File: config.mk
export PLATFORM = sky130hd
export DESIGN_NAME = change_dispenser_flat
export DESIGN_NICKNAME = d
export VERILOG_FILES = /design/src/rtl/coin_pkg.sv /design/src/rtl/change_dispenser_if.sv /design/src/rtl/coin_pulse_timer.sv /design/src/rtl/change_dispenser.sv /design/src/flat_wrapper.sv
export SDC_FILE = /design/constraint.sdc
export NUM_CORES = 1
export LEC_CHECK = 0
export BUFFER_PORTS_ARGS = -buffer_cell sky130_fd_sc_hd__buf_2
export CORE_ASPECT_RATIO = 2
export CORE_MARGIN = 4
export CORE_UTILIZATION = 48
export CTS_BUF_LIST = sky130_fd_sc_hd__clkbuf_16
export DETAILED_ROUTE_END_ITERATION = 8
export GPL_TIMING_DRIVEN = 0
export PLACE_DENSITY = 0.67
export SETUP_SLACK_MARGIN = 0.02
export SLEW_MARGIN = 20
export SYNTH_ARGS = -nofsm -noshare
export SYNTH_HDL_FRONTEND = slang
export SYNTH_SLANG_ARGS = --single-unit
export TNS_END_PERCENT = 30
File: constraint.sdc
create_clock -name clk -period 4.6 [get_ports clk]
set_clock_uncertainty 0.05 [all_clocks]
set_input_delay 0.69 -clock clk [delete_from_list [all_inputs] [get_ports clk]]
set_output_delay 0.69 -clock clk [all_outputs]
set_load 0.03 [all_outputs]
File: src/rtl/coin_pkg.sv
// coin_pkg: denominations, amount width, FSM state encoding and stock update helper
// shared by the change dispenser.
package coin_pkg;
    localparam int         AMT_W  = 8;
    localparam logic [7:0] COIN5  = 8'd5;
    localparam logic [7:0] COIN10 = 8'd10;

    typedef enum logic [2:0] {
        ST_IDLE   = 3'd0,
        ST_SELECT = 3'd1,
        ST_PULSE  = 3'd2,
        ST_GAP    = 3'd3,
        ST_DONE   = 3'd4
    } state_e;

    // Saturating refill; a refill and a dispense in the same cycle cancel out.
    function automatic logic [7:0] stock_next(input logic [7:0] s, input logic inc, input logic dec);
        return (inc && !dec) ? ((s == 8'hFF) ? s : s + 8'd1) :
               (dec && !inc) ? s - 8'd1 : s;
    endfunction
endpackage

File: src/rtl/change_dispenser_if.sv
// change_dispenser_if: valid/ready change request channel.
interface change_dispenser_if;
    logic       req_valid;
    logic       req_ready;
    logic [7:0] req_amount;

    modport master (output req_valid, output req_amount, input req_ready);
    modport slave  (input req_valid, input req_amount, output req_ready);
endinterface

File: src/rtl/coin_pulse_timer.sv
// coin_pulse_timer: loadable down-counter; o_expire flags the last cycle (count == 1)
// of a loaded interval.
module coin_pulse_timer #(
    parameter int W = 16
) (
    input  logic         clk,
    input  logic         rst_n,
    input  logic         i_load,
    input  logic [W-1:0] i_load_val,
    output logic         o_expire
);
    logic [W-1:0] r_cnt;

    always_ff @(posedge clk or negedge rst_n) begin
        if (!rst_n)
            r_cnt <= '0;
        else if (i_load)
            r_cnt <= i_load_val;
        else if (r_cnt != '0)
            r_cnt <= r_cnt - W'(1);
    end

    assign o_expire = (r_cnt == W'(1));
endmodule

File: src/rtl/change_dispenser.sv
// change_dispenser: pays a change amount out as timed 10/5 coin ejector pulses,
// tracks coin stock and reports the unpaid remainder.
module change_dispenser
    import coin_pkg::*;
#(
    parameter int PULSE_CYCLES = 4,
    parameter int GAP_CYCLES   = 2,
    parameter int INIT_STOCK10 = 10,
    parameter int INIT_STOCK5  = 10
) (
    input  logic                 clk,
    input  logic                 rst_n,
    change_dispenser_if.slave    bus,
    input  logic                 i_refill10,
    input  logic                 i_refill5,
    output logic                 o_coin10,
    output logic                 o_coin5,
    output logic                 o_busy,
    output logic                 o_done,
    output logic [AMT_W-1:0]     o_short_amt,
    output logic [7:0]           o_stock10,
    output logic [7:0]           o_stock5
);
    state_e           r_state;
    logic [AMT_W-1:0] r_owed;
    logic [AMT_W-1:0] r_short;
    logic [2:0]       r_rem;
    logic             r_sel10;
    logic [7:0]       r_stock10;
    logic [7:0]       r_stock5;

    logic             w_pick10;
    logic             w_pick5;
    logic             w_accept;
    logic             w_expire;
    logic             w_load;
    logic [15:0]      w_load_val;
    logic [2:0]       w_rem;

    assign w_accept   = bus.req_valid && (r_state == ST_IDLE);
    assign w_rem      = 3'(bus.req_amount % COIN5);
    assign w_pick10   = (r_state == ST_SELECT) && (r_owed >= COIN10) && (r_stock10 != 8'd0);
    assign w_pick5    = (r_state == ST_SELECT) && !w_pick10 && (r_owed >= COIN5) && (r_stock5 != 8'd0);
    assign w_load     = w_pick10 || w_pick5 || ((r_state == ST_PULSE) && w_expire);
    assign w_load_val = (r_state == ST_PULSE) ? 16'(GAP_CYCLES) : 16'(PULSE_CYCLES);

    coin_pulse_timer #(.W(16)) u_timer (
        .clk        (clk),
        .rst_n      (rst_n),
        .i_load     (w_load),
        .i_load_val (w_load_val),
        .o_expire   (w_expire)
    );

    always_ff @(posedge clk or negedge rst_n) begin
        if (!rst_n) begin
            r_state <= ST_IDLE;
            r_owed  <= '0;
            r_rem   <= '0;
            r_short <= '0;
            r_sel10 <= 1'b0;
        end else begin
            case (r_state)
                ST_IDLE: if (w_accept) begin
                    r_owed  <= bus.req_amount - AMT_W'(w_rem);
                    r_rem   <= w_rem;
                    r_state <= ST_SELECT;
                end
                ST_SELECT: begin
                    r_sel10 <= w_pick10;
                    if (w_pick10 || w_pick5) begin
                        r_owed  <= r_owed - (w_pick10 ? COIN10 : COIN5);
                        r_state <= ST_PULSE;
                    end else begin
                        r_short <= r_owed + AMT_W'(r_rem);
                        r_state <= ST_DONE;
                    end
                end
                ST_PULSE: if (w_expire) r_state <= ST_GAP;
                ST_GAP:   if (w_expire) r_state <= ST_SELECT;
                default:  r_state <= ST_IDLE;
            endcase
        end
    end

    always_ff @(posedge clk or negedge rst_n) begin
        if (!rst_n) begin
            r_stock10 <= 8'(INIT_STOCK10);
            r_stock5  <= 8'(INIT_STOCK5);
        end else begin
            r_stock10 <= stock_next(r_stock10, i_refill10, w_pick10);
            r_stock5  <= stock_next(r_stock5, i_refill5, w_pick5);
        end
    end

    // Ejector lines decode only registered state, so reset drops them at once.
    assign o_coin10      = (r_state == ST_PULSE) && r_sel10;
    assign o_coin5       = (r_state == ST_PULSE) && !r_sel10;
    assign o_busy        = (r_state != ST_IDLE);
    assign o_done        = (r_state == ST_DONE);
    assign bus.req_ready = (r_state == ST_IDLE);
    assign o_short_amt   = r_short;
    assign o_stock10     = r_stock10;
    assign o_stock5      = r_stock5;
endmodule

File: src/flat_wrapper.sv
// flat-port wrapper written by rule: the top's interface ports become plain ports
module change_dispenser_flat import coin_pkg::*;
#(
    parameter int PULSE_CYCLES = 4,
    parameter int GAP_CYCLES   = 2,
    parameter int INIT_STOCK10 = 10,
    parameter int INIT_STOCK5  = 10
)
  (clk, rst_n, i_refill10, i_refill5, o_coin10, o_coin5, o_busy, o_done, o_short_amt, o_stock10, o_stock5, bus_req_valid, bus_req_amount, bus_req_ready);
  change_dispenser_if bus_i ();
  input  logic clk;
  input  logic rst_n;
  input  logic i_refill10;
  input  logic i_refill5;
  output logic o_coin10;
  output logic o_coin5;
  output logic o_busy;
  output logic o_done;
  output logic [AMT_W-1:0] o_short_amt;
  output logic [7:0] o_stock10;
  output logic [7:0] o_stock5;
  input wire logic [$bits(bus_i.req_valid)-1:0] bus_req_valid;
  input wire logic [$bits(bus_i.req_amount)-1:0] bus_req_amount;
  output wire logic [$bits(bus_i.req_ready)-1:0] bus_req_ready;
  assign bus_i.req_valid = bus_req_valid;
  assign bus_i.req_amount = bus_req_amount;
  assign bus_req_ready = bus_i.req_ready;
  change_dispenser #(.PULSE_CYCLES(PULSE_CYCLES), .GAP_CYCLES(GAP_CYCLES), .INIT_STOCK10(INIT_STOCK10), .INIT_STOCK5(INIT_STOCK5)) u_core (.clk(clk), .rst_n(rst_n), .bus(bus_i), .i_refill10(i_refill10), .i_refill5(i_refill5), .o_coin10(o_coin10), .o_coin5(o_coin5), .o_busy(o_busy), .o_done(o_done), .o_short_amt(o_short_amt), .o_stock10(o_stock10), .o_stock5(o_stock5));
endmodule
* Yosys cells after proc, flatten, opt, wreduce, memory -nomap -nowiden
Index checks and enable logic that the tools add are counted.
** Storage, ports and cells
- Bits in registers :: 55
- Output and inout port bits :: 29
- Bits of input ports :: 13
- Word-level logic and storage cells :: 86
** Operators by class
- Bitwise logic cells :: 1
- Eq/ne operators :: 13
- Mux-type cells :: 18
- Reduce and logical (&&, ||, !) cells :: 35
- Magnitude comparators :: 2
- Divide/modulo/power cells :: 1
- $add $sub $neg :: 8
** Operator list (count)
- 8-bit 2-to-1 mux :: 8
- 16-bit 2-to-1 mux :: 2
- 8-bit by 1-bit adder with 8-bit output (second input constant) :: 2
- 16-bit by 1-bit equality test with 1-bit output (second input constant) :: 1
- 8-bit equality test (second input constant) :: 2
- 8-bit case mux with 2 select lines :: 1
- 16-bit nonzero test :: 1
- 8-bit nonzero test :: 2
- 16-bit by 1-bit subtractor with 16-bit output (second input constant) :: 1
- 8-bit by 1-bit subtractor with 8-bit output (second input constant) :: 2
- 3-bit 2-to-1 mux :: 5
- 1-bit logical AND :: 13
- 3-bit case mux with 4 select lines :: 1
- 8-bit by 3-bit adder with 8-bit output :: 1
- 8-bit by 3-bit >= comparator with 1-bit output (second input constant) :: 1
- 8-bit by 4-bit >= comparator with 1-bit output (second input constant) :: 1
- 8-bit by 3-bit modulo with 8-bit output (second input constant) :: 1
- 2-bit AND reduction :: 4
- 2-bit nonzero test :: 4
- 8-bit by 3-bit subtractor with 8-bit output :: 1
- 8-bit subtractor :: 1
- 3-bit by 2-bit equality test with 1-bit output (second input constant) :: 2
- 2-bit by 1-bit inequality test with 1-bit output (second input constant) :: 3
- 2-bit inequality test (second input constant) :: 3
- other kinds (9) :: 15

* Depth between registers and ports, before layout
Gate-level depths: netlist of run 1.
- Depth in word-level cells :: 11
- Mapped depth :: 22
- Mapped depth without buffers :: 21

* Modules after synthesis
A second synthesis of run 1 with hierarchy kept.
** Unflattened totals
- Cells, all modules :: 478
- Area, all modules :: 4403.0 sq um
** By module, submodules not included
- change_dispenser :: instances 1, area an instance 3303.2 sq um, cells each 358
- coin_pulse_timer :: instances 1, area an instance 1099.8 sq um, cells each 120

* Least setup slack after synthesis of run 1
Ideal clock, no wire load.
- Path kind :: input to register
- Start :: input port bus_req_amount[5]
- End :: register u_core.r_owed[6]
- Cell stages on the path :: 20
- Slack :: -78 ps
- Arrival :: 4492 ps
- Cell sequence :: buf_4 > nor4bb_1 > a211oi_1 > a31oi_1 > a221oi_2 > ha_1 > a211oi_2 > o21ai_0 > a21oi_1 > mux2i_1 > ha_1 > nand2b_1 > a21o_1 > mux2_4 > fa_1 > a211oi_1 > nand2_1 > xnor2_1 > o22ai_1 > a21oi_1
** Between the ends
- Cells in the longest elaborated chain, start to end :: 4
** Ends and longest elaborated chain
- start, declared :: line flat_wrapper.sv:23 : input wire logic [$bits(bus_i.req_amount)-1:0] bus_req_amount;
- 8-bit by 3-bit modulo with 8-bit output :: line change_dispenser.sv:41 : assign w_rem = 3'(bus.req_amount % COIN5);
- 8-bit by 3-bit subtractor with 8-bit output * :: line change_dispenser.sv:65 : r_owed <= bus.req_amount - AMT_W'(w_rem);
- 8-bit 2-to-1 mux * :: line change_dispenser.sv:64 : ST_IDLE: if (w_accept) begin
- 8-bit case mux with 2 select lines * :: line change_dispenser.sv:63 : case (r_state)
- end signal, assigned :: line change_dispenser.sv:65
- end signal, assigned :: line change_dispenser.sv:72 : r_owed <= r_owed - (w_pick10 ? COIN10 : COIN5);
- end, declared :: line change_dispenser.sv:25 : logic [AMT_W-1:0] r_owed;
Mark *: on every way between the ends. The rest lies on a longest branch, timed or not. The select of a mux whose other input is x is not followed.
A chain may end at the register's enable or synchronous reset.

* Worst setup path after layout of run 1
- Start :: input port bus_req_amount[4]
- End :: register u_core.r_owed[6]
Same word-level chain as after synthesis.

==> results of run 1 <==
## power by group through the flow
stage          sequential, µW  clock (µW)  combinational (µW)
2_1_floorplan            1130           0                1260
3_3_place_gp              975           0                1830
3_5_place_dp              985           0                1880
4_1_cts                   975         396                1910
5_1_grt                  1010         419                2130
6_report                  975         386                1900
## cells in the mapped netlist (all sizes together), types with 11 or more instances
library cell,count
nand2,54
dfrtp,51
nor2,48
o21ai,33
a21oi,32
xnor2,29
ha,28
xor2,18
inv,16
nor3,15
buf,11
nand2b,11
nand3,11
## final timing paths
kind                                                  endpoint                               from  slack [ns]
hold reg to reg              u_core.o_short_amt[0]$_DFFE_PN0P_  u_core.o_short_amt[0]$_DFFE_PN0P_        0.44
max in group asynchronous    u_core.o_short_amt[5]$_DFFE_PN0P_                              rst_n        3.65
setup / recovery                  u_core.r_owed[6]$_DFFE_PN0P_                  bus_req_amount[4]        0.04
hold / removal             u_core.u_timer.r_cnt[5]$_DFFE_PN0P_                              rst_n        0.38
min in group clk             u_core.o_short_amt[0]$_DFFE_PN0P_  u_core.o_short_amt[0]$_DFFE_PN0P_        0.44
setup reg to reg                u_core.o_stock5[7]$_DFFE_PN0P_       u_core.r_owed[5]$_DFFE_PN0P_        0.50
## layer usage
layer	vias up	part of all wire	track usage
li1	1745	-	-
met1	1705	0.35	0.200
met2	84	0.57	0.358
met3	35	0.028	0.0225
met4	0	0.045	0.108
met5	-	0	0
## flip-flops by register name, summed over array words and instances (netlist names)
| register | flops |
|---|---|
| u_core.r_state | 3 |
| u_core.r_owed | 8 |
| u_core.o_stock10 | 8 |
| u_core.o_stock5 | 8 |
| u_core.r_rem | 3 |
| u_core.u_timer.r_cnt | 16 |
| u_core.o_short_amt | 8 |
| u_core.r_sel10 | 1 |
## cell families (layout without fill, tap and decap cells)
logic type | after synthesis | after routing | synth area share
and+or+nand+nor | 179 | 179 | 0.218
DFF | 55 | 55 | 0.338
AOI/OAI and AO/OA | 110 | 110 | 0.170
xor gates and xnor gates | 47 | 47 | 0.101
muxes | 9 | 9 | 0.0245
adders and majority gates | 33 | 33 | 0.110
buffers and inverters | 33 | 86 | 0.0380
## final cells by class
class                      instances  area, µm²
clock inverter                     3       22.5
fill                             786       3620
buffer                            17        101
tap                               98        123
inverter                          16       60.1
sequential                        55       1380
clock buffer                       5        125
multi-input combinational        378       2620
timing repair buffer              45        245
## worst max-delay path, stage by stage
cell                       delay, ns
sky130_fd_sc_hd__buf_2          0.15
sky130_fd_sc_hd__buf_6          0.16
sky130_fd_sc_hd__nor4bb_2       0.28
sky130_fd_sc_hd__a211oi_1       0.07
sky130_fd_sc_hd__a31oi_1        0.22
sky130_fd_sc_hd__buf_4          0.16
sky130_fd_sc_hd__a221oi_4       0.04
sky130_fd_sc_hd__ha_2           0.23
sky130_fd_sc_hd__a211oi_4       0.24
sky130_fd_sc_hd__o21ai_1        0.11
sky130_fd_sc_hd__a21oi_1        0.16
sky130_fd_sc_hd__mux2i_1        0.13
sky130_fd_sc_hd__ha_1           0.19
sky130_fd_sc_hd__nand2b_1       0.15
sky130_fd_sc_hd__a21o_1         0.20
sky130_fd_sc_hd__mux2_4         0.33
sky130_fd_sc_hd__fa_2           0.38
sky130_fd_sc_hd__a211oi_2       0.31
sky130_fd_sc_hd__nand2_1        0.11
sky130_fd_sc_hd__xnor2_1        0.13
sky130_fd_sc_hd__o22ai_1        0.13
sky130_fd_sc_hd__a21oi_1        0.08
## repair_timing
action,in CTS,in global routing
gates cloned,0,0
setup endpoints to repair,6,6
hold buffers,0,0
buffers inserted,6,1
gates resized for setup,8,6
endpoints found under the hold margin,0,0
pin swaps,4,2
## metrics by stage
step,setup WS [ns],area [µm²]
6_report,0.0411,4670
5_1_grt,-0.205,4670
4_1_cts,0.0344,4650
3_5_place_dp,-0.678,4420
3_3_place_gp,-0.594,4410
2_1_floorplan,0.0191,4100
==> impl_results.rst, run 1 <==
.. list-table::
   :header-rows: 1

   * - Metric
     - Value
   * - Maximum level of the CTS H-tree
     - 2
   * - Area growth syn-to-layout
     - 14.5%
   * - Clock tree from TritonCTS
     - yes
   * - Initial core utilization
     - 0.492
   * - Period utilization
     - 0.991
   * - Portion of the post-synthesis area used by sequential elements
     - 0.338
   * - Die outline area
     - 0.0101 mm²
   * - Post-detailed-routing wire length
     - 9.35 mm
   * - Slew at the pin closest to its max-slew limit
     - approximately 0.68 ns
   * - Setup violation total in the final timing report
     - 0
   * - Global-route total usage across every layer
     - 0.194
   * - Antenna violations before repair
     - 0
   * - Sequential cell fraction of total power
     - 0.299
   * - Via count of the first global-routing pass
     - 3707
   * - Most frequent standard cell in the layout excluding fill and tap cells
     - sky130_fd_sc_hd__nand2_1
   * - Largest buffer count on any clock path
     - 2
   * - Run status
     - completed
   * - CTS Root Cell
     - sky130_fd_sc_hd__clkbuf_16
   * - Layout Cells excl Fill
     - between 600 and 700
   * - Final number of max-transition violations
     - 0
   * - Fraction of power consumed by combinational cells
     - 0.583
   * - Dominant cell type by area after synthesis
     - sky130_fd_sc_hd__dfrtp_1
   * - Number of flip-flops and latches in the synthesized netlist
     - 55
   * - Predominant post-synthesis flop cell
     - sky130_fd_sc_hd__dfrtp_1
   * - CP Class
     - input pin to register
   * - Fraction of the core area covered by cells at the end of the flow
     - 0.564
   * - Number of vias after detailed routing
     - 3569
   * - Global-route wire length before repair
     - 16.1 mm
   * - Proportion of layout cells with a drive suffix above 1
     - 0.185
   * - Max IR drop VDD
     - about 0.33 mV
   * - Post-route DRC violation count
     - 0
   * - Async S/R FF share, synth
     - 1.00
   * - Max Clk Rate
     - 219 MHz
   * - Port-buffer cells
     - 38
   * - Worst slew margin
     - 0.544
   * - Number of cell rows
     - 47
   * - Drt first pass iters
     - 4
   * - Number of enable-type register cells in the synthesized netlist
     - 0
   * - Number of antenna repair diodes
     - 0
   * - Maximum Capacitance Violations
     - 0
   * - Type of the worst min-delay path
     - input pin to asynchronous set/reset pin
   * - TritonCTS sink count
     - between 50 and 60
   * - Worst-skew pair later-pin latency
     - 0.30 ns
   * - Shortest clock period the worst path allows after layout
     - 4.56 ns
   * - Core Footprint
     - 0.00829 mm²
   * - Clock transition at the register clock pins on the worst setup and hold paths after CTS
     - 0.08 ns
   * - Die height
     - 138 µm
   * - Boundary Pins
     - 42
   * - Hold violation count in the final report
     - 0
   * - Critical path fanouts, max
     - 10
   * - Internal cell power
     - 1710 µW
   * - Static leakage
     - about 0.0021 µW
   * - Number of CTS-inserted buffers
     - 5
   * - Total grt overflow
     - 0
   * - CP Data Arrival Time
     - 4.67 ns
   * - Warnings from Yosys
     - 0
   * - Leading cell types by total area after synthesis
     - sky130_fd_sc_hd__dfrtp_1, sky130_fd_sc_hd__ha_1, sky130_fd_sc_hd__xnor2_1
   * - Cell count of the worst reg-to-reg path
     - 15
   * - Setup crit start kind
     - input pin
   * - Gate count of the mapped netlist
     - approximately 470
   * - DRC marker count from the first detailed-route iteration
     - between 100 and 150
   * - Syn_area_per_cell
     - between 8 and 9 µm²
   * - Netlist Area Pre-Place
     - 0.00408 mm²
   * - Weighted congestion reported at the end of routability-driven placement
     - about 0.84
   * - Total power after layout
     - between 3000 and 4000 µW
   * - CP Data Required Time
     - roughly 4.7 ns
   * - RSZ-0062 raised after global routing
     - yes
   * - Distinct cells, synth
     - 64
   * - Power Dens Cells
     - roughly 700 mW/mm²
   * - Maximum number of pins on one net before global-route repair
     - 56
   * - Most frequent cells in the layout
     - sky130_fd_sc_hd__nand2_1, sky130_fd_sc_hd__dfrtp_1, sky130_fd_sc_hd__nor2_1, sky130_fd_sc_hd__buf_2, sky130_fd_sc_hd__a21oi_1
   * - Area share of the largest cell type after synthesis
     - 0.313
   * - NetSw
     - 1560 µW
   * - Clock power frac
     - 0.118
   * - Number of cells in the design after placement
     - 602
   * - Via density
     - 5.78
   * - Net count reported at finish
     - around 560
   * - Worst hold slack across all endpoints
     - 0.383 ns
   * - Synthesized netlist net count
     - about 510
   * - Crit. End Element
     - register
   * - Aggregate negative setup slack
     - 0 ns
   * - Final antenna-violating net count
     - 0
   * - Switching power share of the total
     - 0.477
   * - Dpl hpwl
     - 7.19 mm
   * - Width of the die
     - 73.2 µm
   * - Routed wire per std cell
     - 15.2 µm
(Power assumes the default switching activity.)
==> run 2: changes to the inputs <==
- CORE_UTILIZATION: 48 -> 30
- PLACE_DENSITY: 0.67 -> default
==> run 2 against run 1 <==
  * Largest power group unchanged
  * Power up 2.9%
  * Clock power up 12%
  * Fmax up 3.4%
  * Final cell count up 10%
  * Combinational power up 3%
  * Hold slack better by 0.0050 ns
  * Die area up 54%
  * Clock-buffer cell count unchanged
  * Register-to-register slack better by 0.14 ns
  * First-iteration DRC count down 6.3%
  * Global-route usage down 6.6 points
==> impl_results.rst, run 2 (same netlist as run 1, synthesis figures left out) <==
.. list-table::
   :header-rows: 1

   * - Metric
     - Value
   * - Net count reported at finish
     - 571 (+1.2%)
   * - Global-route total usage across every layer
     - 0.128 (-0.0664)
   * - CP Class
     - input pin to register
   * - Clock power frac
     - 0.129 (+0.011)
   * - CP Data Required Time
     - 4.72 ns (about the same)
   * - Static leakage
     - 0.00217 µW (+4.1%)
   * - Maximum level of the CTS H-tree
     - 2 (unchanged)
   * - Type of the worst min-delay path
     - input pin to asynchronous set/reset pin
   * - Worst-skew pair later-pin latency
     - 0.30 ns (about the same)
   * - Number of antenna repair diodes
     - 0 (unchanged)
   * - Weighted congestion reported at the end of routability-driven placement
     - 0.852 (+1.4%)
   * - Initial core utilization
     - 0.305 (-0.187)
   * - Clock tree from TritonCTS
     - yes
   * - Die height
     - 173 µm (+25%)
   * - Fraction of power consumed by combinational cells
     - 0.582 (about the same)
   * - Max Clk Rate
     - 227 MHz (+3.4%)
   * - Top register by number of flip-flops
     - u_core.u_timer.r_cnt
   * - Number of cell rows
     - 60 (+28%)
   * - Number of vias after detailed routing
     - 3575 (+0.17%)
   * - Setup violation total in the final timing report
     - 0 (unchanged)
   * - Design Area, Final
     - 0.00497 mm² (+6.4%)
   * - Power Dens Cells
     - 675 mW/mm² (-3.2%)
   * - Instance area at placement
     - 0.00449 mm² (+1.6%)
   * - Critical path fanouts, max
     - 6 (-4)
   * - Largest buffer count on any clock path
     - 2 (unchanged)
   * - Shortest clock period the worst path allows after layout
     - 4.41 ns (-0.151 ns)
   * - Buffer and inverter count on the worst path
     - 2 (-1)
   * - Crit. End Element
     - register
   * - Delay of the slowest cell on the worst path
     - 0.34 ns (-0.04 ns)
   * - Post-route DRC violation count
     - 0 (unchanged)
   * - Post-detailed-routing wire length
     - 9.77 mm (+4.5%)
   * - CTS Root Cell
     - sky130_fd_sc_hd__clkbuf_16
   * - Core Footprint
     - 0.0134 mm² (+61%)
   * - Maximum number of pins on one net before global-route repair
     - 56 (unchanged)
   * - Die outline area
     - 0.0156 mm² (+54%)
   * - Run status
     - completed
   * - Switching power share of the total
     - 0.468 (-0.00967)
   * - Top Family by Delay on Critical Path
     - compound AO/OA/AOI/OAI gates
   * - Logic depth of the worst setup path including buffers
     - 23 (+4.5%)
   * - Period utilization
     - 0.958 (-0.0328)
   * - RSZ-0062 raised after global routing
     - yes
   * - Total grt overflow
     - 0 (unchanged)
   * - Most frequent standard cell in the layout excluding fill and tap cells
     - sky130_fd_sc_hd__nand2_1
   * - Worst hold slack across all endpoints
     - 0.388 ns (+0.00501 ns)
   * - Maximum Capacitance Violations
     - 0 (unchanged)
   * - Total power after layout
     - 3360 µW (+2.9%)
   * - Crit path cell chain
     - buf_12 > buf_8 > nor4bb_4 > a211oi_4 > a31oi_4 > a221oi_4 > ha_2 > a211oi_4 > o21ai_2 > a21oi_2 > mux2i_2 > ha_2 > nand2b_4 > a21o_1 > mux2_4 > ha_4 > nor2b_4 > o21ai_2 > nand2_2 > nor3_2 > xnor2_1 > o22ai_1 > a2bb2oi_1
   * - Proportion of layout cells with a drive suffix above 1
     - 0.224 (+0.0394)
   * - Final antenna-violating net count
     - 0 (unchanged)
   * - Most frequent cells in the layout
     - sky130_fd_sc_hd__nand2_1, sky130_fd_sc_hd__dfrtp_1, sky130_fd_sc_hd__nor2_1, sky130_fd_sc_hd__buf_2, sky130_fd_sc_hd__a21oi_1
   * - Antenna violations before repair
     - 0 (unchanged)
   * - Routed wire per std cell
     - 14.3 µm (-5.3%)
   * - Internal cell power
     - 1790 µW (+4.8%)
   * - Fraction of the core area covered by cells at the end of the flow
     - 0.372 (-0.192)
   * - Setup crit start kind
     - input pin
   * - Via count of the first global-routing pass
     - 3614 (-2.5%)
   * - Global-route wire length before repair
     - 16.8 mm (+4.3%)
   * - Max reg flops
     - 16 (unchanged)
   * - Slew at the pin closest to its max-slew limit
     - 0.730 ns (+0.0504 ns)
   * - Drt first pass iters
     - 4 (unchanged)
   * - Dpl hpwl
     - 7.37 mm (+2.5%)
   * - R2r setup slk
     - 0.64 ns (+0.14 ns)
   * - TritonCTS sink count
     - 55 (unchanged)
   * - Width of the die
     - 90.5 µm (+24%)
   * - Number of CTS-inserted buffers
     - 5 (unchanged)
   * - CP Data Arrival Time
     - 4.53 ns (-0.14 ns)
   * - Max IR drop VDD
     - 0.199 mV (-39%)
   * - Sequential cell fraction of total power
     - 0.289 (-0.010)
   * - Port-buffer cells
     - 38 (unchanged)
   * - Final number of max-transition violations
     - 0 (unchanged)
   * - Hold buffer count at cts
     - 0 (unchanged)
   * - DRC marker count from the first detailed-route iteration
     - 120 (-6.3%)
   * - Cell at the slowest stage of the critical path
     - sky130_fd_sc_hd__mux2_4
   * - Boundary Pins
     - 42 (unchanged)
   * - Hold violation count in the final report
     - 0 (unchanged)
   * - Worst slew margin
     - 0.513 (-0.0305)
   * - Via density
     - 5.25 (-9.2%)
   * - Area growth syn-to-layout
     - 21.9%
   * - Clock transition at the register clock pins on the worst setup and hold paths after CTS
     - 0.08 ns (about the same)
   * - NetSw
     - 1570 µW (+0.86%)
   * - Cell count of the worst reg-to-reg path
     - 15 (unchanged)
## run 2: cell types whose count changed in the layout (fill, tap and decap cells not counted), moves of 3 or more
cell                      change
sky130_fd_sc_hd__buf_4        +6
sky130_fd_sc_hd__ha_1         -4
sky130_fd_sc_hd__buf_2        -3
sky130_fd_sc_hd__o21ai_1      -3
sky130_fd_sc_hd__o21ai_2      +3
## run 2: cell type report
class / count / area (µm²)
Multi-Input combinational cell: 378 / 2740
Timing Repair Buffer: 52 / 328
Sequential cell: 55 / 1380
Tap cell: 155 / 194
Clock inverter: 3 / 38.8
Inverter: 16 / 60.1
Fill cell: 1374 / 8390
Clock buffer: 5 / 125
Buffer: 17 / 111
## run 2: routing by layer
layer	global-route usage	vias to the layer above	part of all wire
met3	0.0200	14	0.029
met5	0	-	0
li1	-	1757	-
met4	0.0492	0	0.023
met2	0.243	62	0.56
met1	0.137	1742	0.38
## run 2: power groups by stage
| stage | clock (µW) | sequential [µW] | combinational (µW) |
|---|---|---|---|
| final | 434 | 971 | 1950 |
| after global routing | 464 | 1010 | 2190 |
| after CTS | 445 | 975 | 1930 |
| after detailed placement | 0 | 984 | 1890 |
| after global placement | 0 | 975 | 1850 |
| after floorplan | 0 | 1130 | 1260 |
## run 2: path summary, 6_finish.rpt
| kind | startpoint | to |
|---|---|---|
| setup / recovery | bus_req_amount[4] | u_core.r_owed[7]$_DFFE_PN0P_ |
| setup reg to reg | u_core.r_owed[5]$_DFFE_PN0P_ | u_core.o_stock5[7]$_DFFE_PN0P_ |
| hold reg to reg | u_core.r_state[2]$_DFFE_PN0P_ | u_core.r_state[0]$_DFFE_PN0P_ |
| min in group clk | u_core.r_state[2]$_DFFE_PN0P_ | u_core.r_state[0]$_DFFE_PN0P_ |
| hold / removal | rst_n | u_core.u_timer.r_cnt[13]$_DFFE_PN0P_ |
| max in group asynchronous | rst_n | u_core.o_stock10[4]$_DFFE_PN0P_ |
## run 2: metrics by stage
step	setup TNS (ns)	setup WS [ns]	cells
2_1_floorplan	0	0.0191	466
3_3_place_gp	-2.38	-0.515	659
3_5_place_dp	-3.59	-0.692	659
4_1_cts	0	0.0197	673
5_1_grt	-0.00523	-0.00523	681
6_report	0	0.192	681
## run 2: worst register-to-register path: cells and delay by family, from the launching register on
family / cells / cell delay (ns)
flops: 1 / 0.36
buf+inv: 2 / 0.44
fa+ha+maj: 1 / 0.32
xor+xnor: 2 / 0.30
compound gates: 5 / 1.33
simple gates: 5 / 1.05
## run 2: timing repair
action | 4_1_cts | 5_1_grt
buffers inserted | 6 | 8
pin swaps | 4 | 23
resized for setup | 12 | 33
endpoints found under the hold margin | 0 | 0
endpoints found under the setup margin | 7 | 7
